===== config.mk =====
export PLATFORM = sky130hd
export DESIGN_NAME = noise_collector
export DESIGN_NICKNAME = d
export VERILOG_FILES = /design/src/rtl/noise_collector.sv
export SDC_FILE = /design/constraint.sdc
export NUM_CORES = 1
export LEC_CHECK = 0
export ABC_AREA = 1
export CAP_MARGIN = 5
export CORE_MARGIN = 8
export CORE_UTILIZATION = 49
export CTS_CLUSTER_DIAMETER = 150
export CTS_CLUSTER_SIZE = 10
export DETAILED_ROUTE_END_ITERATION = 8
export DONT_BUFFER_PORTS = 1
export PLACE_DENSITY = 0.66
export SLEW_MARGIN = 10
export SYNTH_ARGS = -nofsm -noshare
export SYNTH_HDL_FRONTEND = slang
export SYNTH_SLANG_ARGS = --single-unit

===== constraint.sdc =====
create_clock -name clk -period 4.5 [get_ports clk]
set_clock_uncertainty 0.1 [all_clocks]
set_input_delay 1.125 -clock clk [delete_from_list [all_inputs] [get_ports clk]]
set_output_delay 1.125 -clock clk [all_outputs]
set_load 0.02 [all_outputs]

===== src/rtl/noise_collector.sv =====
`default_nettype none
// ============================================================================
// Module      : noise_collector
// Description : Folds 4-bit noise samples into DATA_WIDTH-bit random words
//               behind a repetition-count health test with sticky failure.
// Revision    : 1.0 - initial release
// ============================================================================
module noise_collector #(
    parameter int DATA_WIDTH = 32,
    parameter int RCT_CUTOFF = 6
) (
    input  logic                  clk,
    input  logic                  rst,
    input  logic                  enb,
    input  logic [3:0]            noise_in,
    input  logic                  noise_vld,
    output logic [DATA_WIDTH-1:0] rnd_data,
    output logic                  rnd_vld,
    input  logic                  rnd_rdy,
    output logic                  rct_fail,
    input  logic                  clr_fail
);

    localparam int                c_cnt_w  = $clog2(DATA_WIDTH);
    localparam logic [c_cnt_w-1:0] c_last  = c_cnt_w'(DATA_WIDTH - 1);
    localparam logic [3:0]        c_cutoff = 4'(RCT_CUTOFF);

    typedef enum logic [1:0] {
        IDLE    = 2'd0,
        COLLECT = 2'd1,
        HOLD    = 2'd2,
        FAIL    = 2'd3
    } state_t;

    state_t                  state_q,    state_d;
    logic [DATA_WIDTH-1:0]   shift_q,    shift_d;
    logic [c_cnt_w-1:0]      bit_cnt_q,  bit_cnt_d;
    logic [DATA_WIDTH-1:0]   rnd_data_q, rnd_data_d;
    logic                    rnd_vld_q,  rnd_vld_d;
    logic                    rct_fail_q, rct_fail_d;
    logic [3:0]              prev_q,     prev_d;
    logic [3:0]              rep_cnt_q,  rep_cnt_d;
    logic                    rep_have_q, rep_have_d;

    logic                    w_accept;
    logic                    w_bit;
    logic [3:0]              w_rep_next;
    logic                    w_fail_hit;
    logic [DATA_WIDTH-1:0]   w_shift_next;

    assign w_accept     = noise_vld && enb && ((state_q == COLLECT) || (state_q == HOLD));
    assign w_bit        = ^noise_in;
    assign w_shift_next = {shift_q[DATA_WIDTH-2:0], w_bit};

    // Run length saturates so a long stuck source cannot wrap back below the cutoff.
    always_comb begin
        w_rep_next = 4'd1;
        if (rep_have_q && (noise_in == prev_q)) begin
            w_rep_next = (rep_cnt_q == 4'hF) ? 4'hF : rep_cnt_q + 4'd1;
        end
    end

    assign w_fail_hit = w_accept && (w_rep_next == c_cutoff);

    always_comb begin
        state_d    = state_q;
        shift_d    = shift_q;
        bit_cnt_d  = bit_cnt_q;
        rnd_data_d = rnd_data_q;
        rnd_vld_d  = rnd_vld_q;
        rct_fail_d = rct_fail_q;
        prev_d     = prev_q;
        rep_cnt_d  = rep_cnt_q;
        rep_have_d = rep_have_q;

        if (w_accept) begin
            prev_d     = noise_in;
            rep_cnt_d  = w_rep_next;
            rep_have_d = 1'b1;
            if (w_fail_hit) begin
                rct_fail_d = 1'b1;
            end
        end

        case (state_q)
            IDLE: begin
                shift_d    = '0;
                bit_cnt_d  = '0;
                rep_have_d = 1'b0;
                rep_cnt_d  = 4'd0;
                if (enb && !rct_fail_q) begin
                    state_d = COLLECT;
                end
            end

            COLLECT: begin
                if (!enb) begin
                    state_d    = IDLE;
                    shift_d    = '0;
                    bit_cnt_d  = '0;
                    rep_have_d = 1'b0;
                    rep_cnt_d  = 4'd0;
                end else if (w_accept) begin
                    // A failing sample wins over a completing one.
                    if (w_fail_hit) begin
                        state_d   = FAIL;
                        shift_d   = '0;
                        bit_cnt_d = '0;
                    end else if (bit_cnt_q == c_last) begin
                        rnd_data_d = w_shift_next;
                        rnd_vld_d  = 1'b1;
                        shift_d    = '0;
                        bit_cnt_d  = '0;
                        state_d    = HOLD;
                    end else begin
                        shift_d   = w_shift_next;
                        bit_cnt_d = bit_cnt_q + c_cnt_w'(1);
                    end
                end
            end

            HOLD: begin
                // A failure detected on the handshake cycle itself still routes to FAIL.
                if (rnd_rdy && rnd_vld_q) begin
                    rnd_vld_d = 1'b0;
                    if (rct_fail_q || w_fail_hit) begin
                        state_d = FAIL;
                    end else if (enb) begin
                        state_d = COLLECT;
                    end else begin
                        state_d = IDLE;
                    end
                end
            end

            FAIL: begin
                rnd_vld_d = 1'b0;
                if (clr_fail) begin
                    rct_fail_d = 1'b0;
                    rep_have_d = 1'b0;
                    rep_cnt_d  = 4'd0;
                    shift_d    = '0;
                    bit_cnt_d  = '0;
                    state_d    = IDLE;
                end
            end

            default: begin
                state_d = IDLE;
            end
        endcase
    end

    always_ff @(posedge clk) begin
        if (rst) begin
            state_q    <= IDLE;
            shift_q    <= '0;
            bit_cnt_q  <= '0;
            rnd_data_q <= '0;
            rnd_vld_q  <= 1'b0;
            rct_fail_q <= 1'b0;
            prev_q     <= 4'd0;
            rep_cnt_q  <= 4'd0;
            rep_have_q <= 1'b0;
        end else begin
            state_q    <= state_d;
            shift_q    <= shift_d;
            bit_cnt_q  <= bit_cnt_d;
            rnd_data_q <= rnd_data_d;
            rnd_vld_q  <= rnd_vld_d;
            rct_fail_q <= rct_fail_d;
            prev_q     <= prev_d;
            rep_cnt_q  <= rep_cnt_d;
            rep_have_q <= rep_have_d;
        end
    end

    assign rnd_data = rnd_data_q;
    assign rnd_vld  = rnd_vld_q;
    assign rct_fail = rct_fail_q;

endmodule
`default_nettype wire


==> flow_metrics.tcl <==
set metrics [dict create \
    cp.arrival_ns 2.86 \
    ys.flop_type "dfxtp_1" \
    grt_pass1_wl_mm 11.8 \
    hp-start "rep_have_q" \
    ys_types 34 \
    tightest_slew_ns 0.737 \
    cts_root_buf "clkbuf_8" \
    p_clk_frac 0.318 \
    status "completed" \
    nets 452 \
    dp_hpwl_mm 4.51 \
    hold_viol 0 \
    drv_slew 0 \
    grt_pass1_vias 2623 \
    rsz0062_at_grt "no" \
    vias_per_cell 5.12 \
    syn-mean-instance-area_um2 7.68 \
    power_density_nw_per_um2 456 \
    areaGrowthSynthToFinish_pct 4.87 \
    period_share 0.594 \
    post-place-cells 520 \
    cap_viol_max_count 0 \
    irDropWorstVdd_mv 0.244 \
    r2r_cells 10 \
    max_freq_mhz 374 \
    intPower_uw 1100 \
    cts_tree "yes" \
    start_kind "input port" \
    synth-seq-cells 81 \
    synth_warnings 0 \
    start_util 0.506 \
    first_pass_iters 5 \
    yosys.area.top_type "dfxtp_1" \
    wl_per_cell_um 12.8 \
    worstReg2RegStart "state_q[0]" \
    coreArea_um2 6790 \
    cts.sink_count 81 \
    timing.rr.end "rnd_data[4]" \
    cts_resized 0 \
    diodes 0 \
    criticalPathCategory "input port to register" \
    cp.required_ns 4.68 \
    setup_viol 0 \
    fillers 632 \
    p_leak_uw 0.00123 \
    syn-cell-area_um2 3440 \
    overflow 0 \
    post-route-min-period_ns 2.67 \
    io_pins 44 \
    synth_most_common_cell "nand2_1" \
    clockBufferDepth 2 \
    grt_max_degree 68 \
    via_count 2744 \
    worstPathCellList "nand2_2 > nor2_4 > nand3_2 > nor2_4 > nand3_4 > nand2_4 > nand2_1 > a21oi_1" \
    synth_top_area_share 0.471 \
    cpPeakStageDelay_ns 0.47 \
    htreeDepth 3 \
    instances_no_fill 536 \
    drive_above_1_share 0.0841 \
    cp_common_cell "nor2_4" \
    grt_usage 0.143 \
    fp-row-count 30 \
    clk_pin_slew_ns 0.08 \
    clkLatencyLatePin_ns 0.35 \
    syn_inst 448 \
    p_seq_frac 0.472 \
    p_sw_uw 542 \
    die_x_um 99.8 \
    synth-edff-count 0 \
    yosysSeqAreaShare 0.471 \
    slew_headroom 0.508 \
    rrSetupSlack_ns 1.84 \
    min_delay_path_depth 2 \
    routabilityCongestion 0.819 \
    syn-num-nets 465 \
    cts_buffers 9 \
    p_comb_frac 0.210 \
    ant_nets 0 \
    async_flop_share 0 \
    die_y_um 99.8 \
    ys_top_cells_by_area "dfxtp_1, nand2_1, a21oi_1" \
    initialDrtViolationCount 197 \
    die-area_um2 9960 \
    cpMaxStageDelayCell "nand2_4" \
    routed_wl_mm 6.87 \
    hold_class "register to register" \
    end_kind "register" \
    swShare 0.330 \
    fin_tns_setup_ns 0 \
    io_buffers 0 \
    synthTopCellsByCount "nand2_1, dfxtp_1, a21oi_1" \
    drc 0 \
    critPathMaxFanout 37 \
    cts_hold_buf 0 \
    antenna_found_initial 0 \
    whs_endpoint "rep_have_q" \
    cts_setup_buffers 0 \
]
-- logic make-up after synthesis --
| kind of cell | Yosys count | share of synthesized area |
|---|---|---|
| simple gates | 208 | 0.274 |
| xor+xnor | 3 | 0.00764 |
| compound gates | 93 | 0.141 |
| flops | 81 | 0.471 |
| fa+ha+maj | 7 | 0.0255 |
| buf+inv | 56 | 0.0804 |
-- cells in the final DEF (no fill, tap or decap), types with 2 or more instances in the layout --
cell,count
a21oi_1,79
clkbuf_8,9
clkinvlp_4,2
dfxtp_1,81
ha_1,7
inv_1,27
inv_2,3
nand2_1,129
nand2_2,4
nand2_4,2
nand3_1,43
nand3_2,3
nor2_1,13
nor2_2,2
nor2_4,2
nor3_1,3
o211ai_1,2
o21ai_0,8
xnor2_1,2
-- per-stage QoR --
| step | hold slack [ns] | area [µm²] | util | setup slack, ns | total power, µW |
|---|---|---|---|---|---|
| floorplan | 0.331 | 3440 | - | 2.14 | 1110 |
| global placement | 0.351 | 3410 | 0.502 | 1.49 | 1130 |
| detailed placement | 0.353 | 3410 | 0.502 | 1.45 | 1140 |
| CTS | 0.365 | 3610 | 0.531 | 1.82 | 1660 |
| global route | 0.380 | 3610 | 0.531 | 1.60 | 1740 |
| finish | 0.362 | 3610 | 0.531 | 1.83 | 1640 |
-- per-layer routing --
metal	track usage	wire length, µm	vias up	part of all wire
met5	0	0	-	0
met4	0.0675	104	0	0.015
met3	0.0484	420	11	0.061
li1	-	-	1448	-
met1	0.167	3230	1243	0.47
met2	0.230	3120	42	0.45
-- sequential cells by signal, summed over array words and instances (netlist names) --
signal / count
state_q: 2
shift_q: 31
rnd_data: 32
rct_fail: 1
rep_have_q: 1
bit_cnt_q: 5
rnd_vld: 1
prev_q: 4
rep_cnt_q: 4
-- critical path, delay by kind of cell --
family / cells / cell delay [ns]
and+or+nand+nor: 7 / 1.58
AOI/OAI and AO/OA: 1 / 0.13
-- worst max path at each step --
| stage | startpoint | end | depth (start not counted) |
|---|---|---|---|
| after global routing | state_q[0] | rnd_data[4] | 10 |
| after global placement | enb | bit_cnt_q[2] | 8 |
| after floorplan | noise_in[0] | shift_q[0] | 11 |
| after CTS | state_q[0] | rnd_data[4] | 10 |
| final | enb | rnd_data[4] | 8 |
| after detailed placement | enb | rnd_data[31] | 8 |
-- cell type report --
| cell class | count | area (µm²) | area share |
|---|---|---|---|
| inverters | 31 | 119 | 0.0330 |
| multi-input cells | 311 | 1540 | 0.428 |
| flip-flops and latches | 81 | 1620 | 0.450 |
| repair buffers | 1 | 7.51 | 0.00208 |
| clock buffers | 10 | 128 | 0.0354 |
| clock inverters | 6 | 67.6 | 0.0187 |
| well taps | 96 | 120 | 0.0333 |
-- power by group through the flow --
stage          Sequential [µW]  Combinational (µW)  Clock [µW]
2_1_floorplan              787                 325           0
3_3_place_gp               791                 339           0
3_5_place_dp               793                 347           0
4_1_cts                    776                 347         538
5_1_grt                    779                 392         569
6_report                   776                 345         523
Note: power is estimated with default switching activity, not from simulation.
